**src/rtl/hamming_pkg.sv**
```systemverilog
// SEC-DED (13,8) code definitions shared by the scrub controller: codeword layout,
// controller states and the encode/decode functions.
package hamming_pkg;

    localparam int CW_W   = 13;
    localparam int SYN_W  = 4;
    localparam int DATA_W = 8;

    // Hamming positions holding data[0..7]; positions 1,2,4,8 carry check bits, bit 0 overall parity.
    localparam logic [3:0] DATA_POS [DATA_W] = '{4'd3, 4'd5, 4'd6, 4'd7, 4'd9, 4'd10, 4'd11, 4'd12};

    typedef enum logic [1:0] {
        S_IDLE,
        S_HOST_RD_WAIT,
        S_SCRUB_RD_WAIT,
        S_SCRUB_WB
    } state_e;

    typedef struct packed {
        logic [DATA_W-1:0] data;
        logic              single;
        logic              double_err;
    } dec_t;

    function automatic logic [CW_W-1:0] hamming_encode(input logic [DATA_W-1:0] data);
        logic [CW_W-1:0] cw;
        cw = '0;
        for (int i = 0; i < DATA_W; i++) cw[DATA_POS[i]] = data[i];
        for (int p = 0; p < SYN_W; p++) begin
            for (int k = 1; k < CW_W; k++) begin
                if (((k >> p) & 1) == 1 && k != (1 << p))
                    cw[4'(1 << p)] = cw[4'(1 << p)] ^ cw[4'(k)];
            end
        end
        cw[0] = ^cw[CW_W-1:1];
        return cw;
    endfunction

    function automatic dec_t hamming_decode(input logic [CW_W-1:0] cw);
        logic [SYN_W-1:0] syn;
        logic [CW_W-1:0]  fixed;
        logic             par;
        dec_t             r;
        syn = '0;
        for (int k = 1; k < CW_W; k++) if (cw[4'(k)]) syn = syn ^ 4'(k);
        par   = ^cw;
        fixed = cw;
        // A syndrome beyond position 12 with odd parity has no bit to flip; it is still reported as single.
        if (par) begin
            if (syn == '0)             fixed[0]   = ~fixed[0];
            else if (syn < 4'(CW_W))   fixed[syn] = ~fixed[syn];
        end
        for (int i = 0; i < DATA_W; i++) r.data[3'(i)] = fixed[DATA_POS[i]];
        r.single     = par;
        r.double_err = !par && (syn != '0);
        return r;
    endfunction

endpackage

```
**src/rtl/hamming_secded.sv**
```systemverilog
// Combinational SEC-DED encoder and decoder/corrector; one instance is shared by host and scrub paths.
module hamming_secded
    import hamming_pkg::*;
(
    input  logic [DATA_W-1:0] enc_data_i,
    output logic [CW_W-1:0]   enc_cw_o,
    input  logic [CW_W-1:0]   dec_cw_i,
    output logic [DATA_W-1:0] dec_data_o,
    output logic              dec_single_o,
    output logic              dec_double_o
);

    dec_t dec;

    assign enc_cw_o     = hamming_encode(enc_data_i);
    assign dec          = hamming_decode(dec_cw_i);
    assign dec_data_o   = dec.data;
    assign dec_single_o = dec.single;
    assign dec_double_o = dec.double_err;

endmodule

```
**src/rtl/hamming_scrub_ctrl.sv**
```systemverilog
// ECC memory controller: encodes host writes, corrects host reads and runs a periodic
// background scrub that writes back single-bit corrections and reports double-bit errors.
module hamming_scrub_ctrl #(
    parameter int ADDR_W         = 8,
    parameter int SCRUB_INTERVAL = 1024
) (
    input  logic              clk,
    input  logic              rst_n,
    input  logic              host_req,
    input  logic              host_we,
    input  logic [ADDR_W-1:0] host_addr,
    input  logic [7:0]        host_wdata,
    output logic              host_gnt,
    output logic              host_rvalid,
    output logic [7:0]        host_rdata,
    output logic              host_err_single,
    output logic              host_err_double,
    output logic              mem_req,
    output logic              mem_we,
    output logic [ADDR_W-1:0] mem_addr,
    output logic [12:0]       mem_wdata,
    input  logic              mem_rvalid,
    input  logic [12:0]       mem_rdata,
    input  logic              scrub_en,
    output logic              scrub_busy,
    output logic [15:0]       sec_count,
    output logic [15:0]       ded_count,
    output logic              ded_irq,
    output logic [ADDR_W-1:0] ded_addr
);
    import hamming_pkg::*;

    localparam int TIMER_W = (SCRUB_INTERVAL > 2) ? $clog2(SCRUB_INTERVAL) : 1;
    localparam logic [TIMER_W-1:0] TIMER_LAST = TIMER_W'(SCRUB_INTERVAL - 1);

    state_e              state_q;
    logic [TIMER_W-1:0]  timer_q;
    logic                scrub_pending_q;
    logic [ADDR_W-1:0]   scrub_addr_q;

    logic [DATA_W-1:0]   enc_data;
    logic [CW_W-1:0]     enc_cw;
    logic [DATA_W-1:0]   dec_data;
    logic                dec_single;
    logic                dec_double;

    // Outside IDLE the encoder re-encodes the corrected read data for scrub writeback.
    assign enc_data = (state_q == S_IDLE) ? host_wdata : dec_data;

    hamming_secded u_secded (
        .enc_data_i   (enc_data),
        .enc_cw_o     (enc_cw),
        .dec_cw_i     (mem_rdata),
        .dec_data_o   (dec_data),
        .dec_single_o (dec_single),
        .dec_double_o (dec_double)
    );

    // NOTE: every register here uses non-blocking assignment so all updates see pre-edge values.
    always_ff @(posedge clk) begin
        if (!rst_n) begin
            state_q         <= S_IDLE;
            timer_q         <= '0;
            scrub_pending_q <= 1'b0;
            scrub_addr_q    <= '0;
            host_gnt        <= 1'b0;
            host_rvalid     <= 1'b0;
            host_rdata      <= '0;
            host_err_single <= 1'b0;
            host_err_double <= 1'b0;
            mem_req         <= 1'b0;
            mem_we          <= 1'b0;
            mem_addr        <= '0;
            mem_wdata       <= '0;
            scrub_busy      <= 1'b0;
            sec_count       <= '0;
            ded_count       <= '0;
            ded_irq         <= 1'b0;
            ded_addr        <= '0;
        end else begin
            host_gnt    <= 1'b0;
            host_rvalid <= 1'b0;
            mem_req     <= 1'b0;
            mem_we      <= 1'b0;
            ded_irq     <= 1'b0;

            unique case (state_q)
                S_IDLE: begin
                    // host_gnt still high means this host_req is the one just accepted.
                    if (host_req && !host_gnt) begin
                        host_gnt  <= 1'b1;
                        mem_req   <= 1'b1;
                        mem_we    <= host_we;
                        mem_addr  <= host_addr;
                        mem_wdata <= enc_cw;
                        state_q   <= host_we ? S_IDLE : S_HOST_RD_WAIT;
                    end else if (scrub_pending_q) begin
                        mem_req         <= 1'b1;
                        mem_addr        <= scrub_addr_q;
                        scrub_busy      <= 1'b1;
                        scrub_pending_q <= 1'b0;
                        state_q         <= S_SCRUB_RD_WAIT;
                    end
                end
                S_HOST_RD_WAIT: begin
                    if (mem_rvalid) begin
                        host_rvalid     <= 1'b1;
                        host_rdata      <= dec_data;
                        host_err_single <= dec_single;
                        host_err_double <= dec_double;
                        if (dec_single && sec_count != 16'hFFFF) sec_count <= sec_count + 16'd1;
                        if (dec_double) begin
                            if (ded_count != 16'hFFFF) ded_count <= ded_count + 16'd1;
                            ded_irq  <= 1'b1;
                            ded_addr <= mem_addr;
                        end
                        state_q <= S_IDLE;
                    end
                end
                S_SCRUB_RD_WAIT: begin
                    if (mem_rvalid) begin
                        if (dec_single) begin
                            if (sec_count != 16'hFFFF) sec_count <= sec_count + 16'd1;
                            mem_req   <= 1'b1;
                            mem_we    <= 1'b1;
                            mem_wdata <= enc_cw;
                            state_q   <= S_SCRUB_WB;
                        end else begin
                            if (dec_double) begin
                                if (ded_count != 16'hFFFF) ded_count <= ded_count + 16'd1;
                                ded_irq  <= 1'b1;
                                ded_addr <= mem_addr;
                            end
                            scrub_busy   <= 1'b0;
                            scrub_addr_q <= scrub_addr_q + 1'b1;
                            state_q      <= S_IDLE;
                        end
                    end
                end
                S_SCRUB_WB: begin
                    scrub_busy   <= 1'b0;
                    scrub_addr_q <= scrub_addr_q + 1'b1;
                    state_q      <= S_IDLE;
                end
                default: state_q <= S_IDLE;
            endcase

            // Timer expiry wins over the clear from a scrub issuing in the same cycle.
            if (!scrub_en) begin
                timer_q <= '0;
            end else if (timer_q == TIMER_LAST) begin
                timer_q         <= '0;
                scrub_pending_q <= 1'b1;
            end else begin
                timer_q <= timer_q + 1'b1;
            end
        end
    end

endmodule
```
**config.mk**
```make
export PLATFORM = sky130hd
export DESIGN_NAME = hamming_scrub_ctrl
export DESIGN_NICKNAME = d
export VERILOG_FILES = /design/src/rtl/hamming_pkg.sv /design/src/rtl/hamming_secded.sv /design/src/rtl/hamming_scrub_ctrl.sv
export SDC_FILE = /design/constraint.sdc
export NUM_CORES = 1
export LEC_CHECK = 0
export ABC_CLOCK_PERIOD_IN_PS = 8880
export BUFFER_PORTS_ARGS = -buffer_cell sky130_fd_sc_hd__buf_2
export CAP_MARGIN = 10
export CORE_ASPECT_RATIO = 2
export CORE_UTILIZATION = 56
export DETAILED_ROUTE_END_ITERATION = 12
export PLACE_DENSITY = 0.83
export SKIP_LAST_GASP = 1
export SYNTH_ARGS = -nofsm -noshare
export SYNTH_HDL_FRONTEND = slang
export SYNTH_SLANG_ARGS = --single-unit
```
**constraint.sdc**
```tcl
create_clock -name clk -period 8.88 [get_ports clk]
set_input_delay 1.332 -clock clk [delete_from_list [all_inputs] [get_ports clk]]
set_output_delay 1.332 -clock clk [all_outputs]
set_load 0.01 [all_outputs]
```
# --- Yosys cells after proc, flatten, opt, wreduce, memory -nomap -nowiden ---
# Cells that the tools add are included.
classes:
  order_cmp: 3
  n_eq_ne: 16
  bitwise_logic: 10
  muxes: 73
  n_addsub: 4
  reduce_logical: 27
op_table:
  columns: ["op", "n"]
  rows:
  - ["two-way mux 16 bit", 10]
  - ["two-way mux 8 bit", 11]
  - ["case mux 16 bit (2 select lines)", 2]
  - ["two-way mux 13 bit", 3]
  - ["adder 16 x 1 -> 16 bit (second input constant)", 2]
  - ["inequality test 16 bit (second input constant)", 2]
  - ["case mux 8 bit (2 select lines)", 2]
  - ["case mux 13 bit (2 select lines)", 1]
  - ["two-way mux 1 bit", 24]
  - ["inequality test 2 bit (second input constant)", 8]
  - ["two-way mux 2 bit", 7]
  - ["bitwise mux 13 bit", 1]
  - ["parity 13 bit", 1]
  - ["two-way mux 3 bit", 4]
  - ["parity 12 bit", 1]
  - ["adder 10 x 1 -> 10 bit (second input constant)", 1]
  - ["== test 10 bit (second input constant)", 1]
  - ["adder 8 x 1 -> 8 bit (second input constant)", 1]
  - ["case mux 2 bit (4 select lines)", 1]
  - ["AND reduction 2 bit", 4]
  - ["AND reduction 4 bit", 2]
  - ["nonzero test 2 bit", 4]
  - ["two-way mux 7 bit", 1]
  - ["NOT 2 bit", 3]
  - ["other kinds (24)", 36]
totals:
  inputBits: 35
  register_bits: 94
  word_cells: 151
  out_inout_bits: 77

# --- Longest topological paths before layout ---
depth:
  word_depth: 24
  depth_mapped: 10
  ltp_nobuf: 9

# --- Hierarchy ---
# Synthesis repeated with hierarchy kept, for this count alone.
hier_totals:
  hier_cells: 609
  area_unflattened_um2: 5252.5
by_module_without_submodules:
  columns: ["module", "cells_each", "area_each_um2", "n_inst", "seq_area_each_um2"]
  rows:
  - ["hamming_scrub_ctrl", 513, 4531.8, 1, 1961.9]
  - ["hamming_secded", 96, 720.7, 1, 0.0]

# --- Least setup slack after synthesis ---
# No wires, ideal clock.
synth_timing:
  kind: "input to register"
  startpoint: "in mem_rdata[2]"
  endpoint: "reg mem_wdata[0]"
  arrival_time_ns: 3.581
  cell_stages: 9
  setup_ns: 0.130
  required_ns: 8.750
  path_slack_ns: 5.169
  cell_sequence: "buf_6 xnor2_2 xnor3_2 xnor2_2 o21ba_1 a211o_1 a211o_1 a2111oi_1 nor3b_1"
synth_between:
  elab_chain_len: 22
  word_cells_on_any_way: 32
  cone_classes: "order compare (3); eq/ne (1); mux (19); bitwise (4); reduce/logical (5)"
synth_lines:
  columns: ["item", "line", "rtl"]
  rows:
  - ["start: declaration", "hamming_scrub_ctrl.sv:23", "input logic [12:0] mem_rdata,"]
  - ["two-way mux 2 bit", "hamming_pkg.sv:45", "for (int k = 1; k < CW_W; k++) if (cw[4'(k)]) syn = syn ^ 4'(k);"]
  - ["NOT 2 bit (no line)", null, null]
  - ["two-way mux 2 bit", "hamming_pkg.sv:45", null]
  - ["two-way mux 3 bit (2 in a row)", "hamming_pkg.sv:45", null]
  - ["NOT 2 bit (no line)", null, null]
  - ["two-way mux 3 bit", "hamming_pkg.sv:45", null]
  - ["NOT 3 bit (no line)", null, null]
  - ["two-way mux 3 bit", "hamming_pkg.sv:45", null]
  - ["[5 not listed]", null, null]
  - ["two-way mux 8 bit", "hamming_pkg.sv:51", "else if (syn < 4'(CW_W)) fixed[syn] = ~fixed[syn];"]
  - ["two-way mux 7 bit", "hamming_pkg.sv:50", "if (syn == '0) fixed[0] = ~fixed[0];"]
  - ["two-way mux 8 bit", "hamming_pkg.sv:49", "if (par) begin"]
  - ["two-way mux 8 bit", "hamming_scrub_ctrl.sv:48", "assign enc_data = (state_q == S_IDLE) ? host_wdata : dec_data;"]
  - ["parity 12 bit", "hamming_pkg.sv:35", "cw[0] = ^cw[CW_W-1:1];"]
  - ["two-way mux 13 bit", "hamming_scrub_ctrl.sv:122", "if (dec_single) begin"]
  - ["two-way mux 13 bit", "hamming_scrub_ctrl.sv:121", "if (mem_rvalid) begin"]
  - ["case mux 13 bit (2 select lines)", "hamming_scrub_ctrl.sv:87", "unique case (state_q)"]
  - ["end signal: assignment", "hamming_scrub_ctrl.sv:95", "mem_wdata <= enc_cw;"]
  - ["end signal: assignment", "hamming_scrub_ctrl.sv:126", "mem_wdata <= enc_cw;"]
  - ["end: declaration", "hamming_scrub_ctrl.sv:21", "output logic [12:0] mem_wdata,"]
# Several ways; a longest one is shown, not always the timed one. The select of a mux whose other input is x is not followed.
# A chain may end at the register's enable or synchronous reset.

# --- Worst setup path after layout ---
layout_timing:
  startpoint: "in mem_rdata[3]"
  endpoint: "reg mem_wdata[0]"
layout_between:
  elab_chain_len: 20
  word_cells_on_any_way: 31
  cone_classes: "order compare (3); eq/ne (1); mux (18); bitwise (4); reduce/logical (5)"
layout_lines:
  columns: ["item", "line"]
  rows:
  - ["two-way mux 2 bit", "hamming_pkg.sv:45"]
  - ["two-way mux 3 bit", "hamming_pkg.sv:45"]
  - ["NOT 2 bit (no line) / two-way mux 3 bit (equally long branches)", null]
  - ["two-way mux 3 bit / NOT 2 bit (equally long branches)", null]
  - ["two-way mux 3 bit", "hamming_pkg.sv:45"]
  - ["NOT 3 bit (no line)", null]
  - ["two-way mux 3 bit", "hamming_pkg.sv:45"]
  - ["less-than comparator 4 x 5 -> 1 bit (not written as such) / greater-or-equal comparator 4 x 1 -> 1 bit (equally long branches)", "hamming_pkg.sv:51"]
  - ["[4 not listed]", null]
  - ["two-way mux 8 bit", "hamming_pkg.sv:51"]
  - ["two-way mux 7 bit", "hamming_pkg.sv:50"]
  - ["two-way mux 8 bit", "hamming_pkg.sv:49"]
  - ["two-way mux 8 bit", "hamming_scrub_ctrl.sv:48"]
  - ["parity 12 bit", "hamming_pkg.sv:35"]
  - ["two-way mux 13 bit", "hamming_scrub_ctrl.sv:122"]
  - ["two-way mux 13 bit", "hamming_scrub_ctrl.sv:121"]
  - ["case mux 13 bit (2 select lines)", "hamming_scrub_ctrl.sv:87"]
# Several ways; a longest one is shown, not always the timed one. The select of a mux whose other input is x is not followed.

==> metrics.cfg <==
[route]
wirelength_um = 11200
drt_pre_antenna_iters = 6
vias = 4182
vias_per_cell = 5.75
ant_nets = 0
wl_per_cell_um = 15.4
drt_iter0_drc = 210
drc = 0

[cts]
cts_setup_buffers = 0
clockBufferDepth = 2
clkTransAtPathRegs_ns = 0.06
ctsResizeCount = 0
root_buffer = clkbuf_16
worstSkewPairLatency_ns = 0.34
cts_tree = built
cts-buffers-inserted = 9
htreeDepth = 3
ctsHoldBuffers = 0
cts_num_sinks = 90

[global_route]
grt_use_total_pct = 27.0
grt_pass1_wl_um = 18000
grt_overflow_total = 0
grt_pass1_vias = 4079
antenna_found_initial = 0
grt_start_max_net_pins = 64

[place]
place_congestion = 0.857
io_buffer_count = 103
dp_hpwl_um = 8190
preCtsSetupSlack_ns = 4.92

[logic_synthesis]
netlist_area_mm2 = 0.00461
ys_seq_elements = 90
syn_inst = 538
async_reset_ff_share_pct = 0
avgSynthCellArea_um2 = 8.57
yosysWarnings = 0
synth_edf_count = 0
synth_ff_type = dfxtp_1
seq_area_frac_synth_pct = 39.1
synth_cell_types = 56

[worst_setup_path]
path_cells = buf_2 > xnor2_2 > xnor3_2 > xnor2_2 > o21ba_1 > a211o_1 > a211o_1 > a2111oi_1 > nor3b_1
crit_fanout = 13
path_buf_inv = 1
critical_path.slowest_cell = xnor3_2
worstSetupStartpointType = input pin
cp.required_ns = 9.09
endpoint_kind = flop
worst_ep_arrival_time_ns = 3.85
cpPeakStageDelay_ns = 0.53
cp_top_family = compound AO/OA/AOI/OAI gates
path_class = in2reg

[cells_and_area]
drive_above_1_share_pct = 20.4
syn2layout_area_growth_pct = 17.7
utilization_pct = 68.3
nNetsFinal = 670
fill_cells = 665
antenna_cells = 0

[power]
netSwitchingFraction_pct = 34.4
seqPwrFrac_pct = 37.0
leakage_nw = 2.36
power.internal_w = 0.000869
clkPwrFrac_pct = 30.6
irDropWorstVdd_mv = 0.167
switchingPower_w = 0.000456
pwr_density_cell_mw_per_mm2 = 244
pwr-share-comb_pct = 32.5

[floorplanning]
die_h_um = 130
coreArea_mm2 = 0.00794
ioPinCount = 112
start_util_pct = 58.0
num_rows = 46
die_w_um = 66.1
dieArea_mm2 = 0.00862

[timing]
slew_violations = 0
period_needed_ns = 3.64
slew_headroom_pct = 24.7
rsz0062_at_grt = no
setup_viol = 0
fmax_mhz = 275
hold_viol_final = 0
min_period_over_period_pct = 41.0
clock-skew-final_ns = 0.0103
setup_ws_ns = 5.24
holdWs_ns = 0.461
fin_setup_tns_ns = 0
worst_pin_slew_ns = 1.13

[status]
outcome = finished clean

[min_path]
hold_path_class = reg2reg

[run]
drv_cap = 0

worst min-delay path, stage by stage, from the launching register on:
cell and delay (ns):
dfxtp_1 0.31, nand2_1 0.05, a21oi_1 0.05
power by group through the flow:
stage	clock [W]	combinational, W	sequential [W]
finish	0.000405	0.000430	0.000490
global route	0.000428	0.000475	0.000494
CTS	0.000411	0.000429	0.000489
detailed placement	0	0.000425	0.000498
global placement	0	0.000414	0.000496
floorplan	0	0.000297	0.000510
final timing paths:
check / start / endpoint / slack (ns) / depth (start not counted)
worst max-delay path: mem_rdata[3] / mem_wdata[0]$_SDFFE_PN0P_ / 5.24 / 9
worst min-delay path: mem_wdata[9]$_SDFFE_PN0P_ / mem_wdata[9]$_SDFFE_PN0P_ / 0.46 / 2
worst max register to register: state_q[0]$_SDFFE_PN0P_ / mem_addr[0]$_SDFFE_PN0P_ / 6.26 / 6
worst min register to register: mem_wdata[9]$_SDFFE_PN0P_ / mem_wdata[9]$_SDFFE_PN0P_ / 0.46 / 2
state kept, by name, indices dropped and copies added (netlist names):
| signal | flops |
|---|---|
| host_rvalid | 1 |
| mem_wdata | 9 |
| host_err_double | 1 |
| ded_addr | 8 |
| mem_we | 1 |
| scrub_addr_q | 8 |
| host_rdata | 4 |
| scrub_pending_q | 1 |
| state_q | 2 |
| timer_q | 10 |
| mem_req | 1 |
| host_err_single | 1 |
| sec_count | 16 |
| mem_addr | 8 |
| ded_irq | 1 |
| ded_count | 16 |
| scrub_busy | 1 |
| host_gnt | 1 |
synthesized netlist by cell type, types with 7 or more instances:
library cell | count | area share [%]
a21oi_1 | 16 | 1.7
dfxtp_1 | 90 | 39
and2_1 | 7 | 0.95
o21ai_0 | 11 | 1.2
inv_1 | 13 | 1.1
xor2_1 | 39 | 7.4
nand4_1 | 20 | 2.7
ha_1 | 8 | 2.2
and3_1 | 14 | 1.9
nand2_1 | 52 | 4.2
buf_4 | 9 | 1.5
nand3_1 | 20 | 2.2
a311oi_1 | 12 | 2.3
nor3_1 | 12 | 1.3
nor2_1 | 90 | 7.3
clkbuf_1 | 16 | 1.3
mux2i_1 | 14 | 3.0
xnor2_1 | 24 | 4.6
metrics by stage:
| step | std cells | area (µm²) | power, W |
|---|---|---|---|
| after global routing | 727 | 5420 | 0.00140 |
| after CTS | 727 | 5420 | 0.00133 |
| after detailed placement | 712 | 5100 | 0.000922 |
| after floorplan | 545 | 4630 | 0.000808 |
| final | 727 | 5420 | 0.00132 |
| after global placement | 712 | 5100 | 0.000910 |
cell families after synthesis:
logic type | after synthesis | share of synthesized area, %
and+or+nand+nor | 236 | 24.6
DFF | 90 | 39.1
AOI/OAI and AO/OA | 73 | 11.4
xor gates and xnor gates | 69 | 14.5
buffers and inverters | 46 | 4.81
muxes | 15 | 3.34
adders and majority gates | 8 | 2.17
other | 1 | 0.0814
layout by cell type (no fill, tap or decap), types with 11 or more instances in the layout:
master and n:
a21oi_1 16, nand3_1 20, nand2_1 52, mux2i_1 14, a311oi_1 12, xor2_1 39
nor2_1 90, and3_1 14, nand4_1 20, buf_2 103, inv_1 12, o21ai_0 11
xnor2_1 24, dfxtp_1 90, nor3_1 12
cell type report:
cell class	count	area, µm²	area share, %
multi-input cells	409	2610	48.1
repair buffers	104	523	9.64
well taps	96	120	2.21
clock buffers	11	243	4.48
flip-flops and latches	90	1800	33.2
inverters	13	48.8	0.900
clock inverters	4	76.3	1.41
routing by layer:
metal  global-route usage (%)  vias to the layer above  part of all wire, %
met4                     16.0                        0                  4.5
met5                        0                        -                    0
met2                     49.6                      127                   54
met1                     27.4                     1988                   38
li1                         -                     2025                    -
met3                     4.98                       42                  3.8
(Power assumes the default switching activity.)
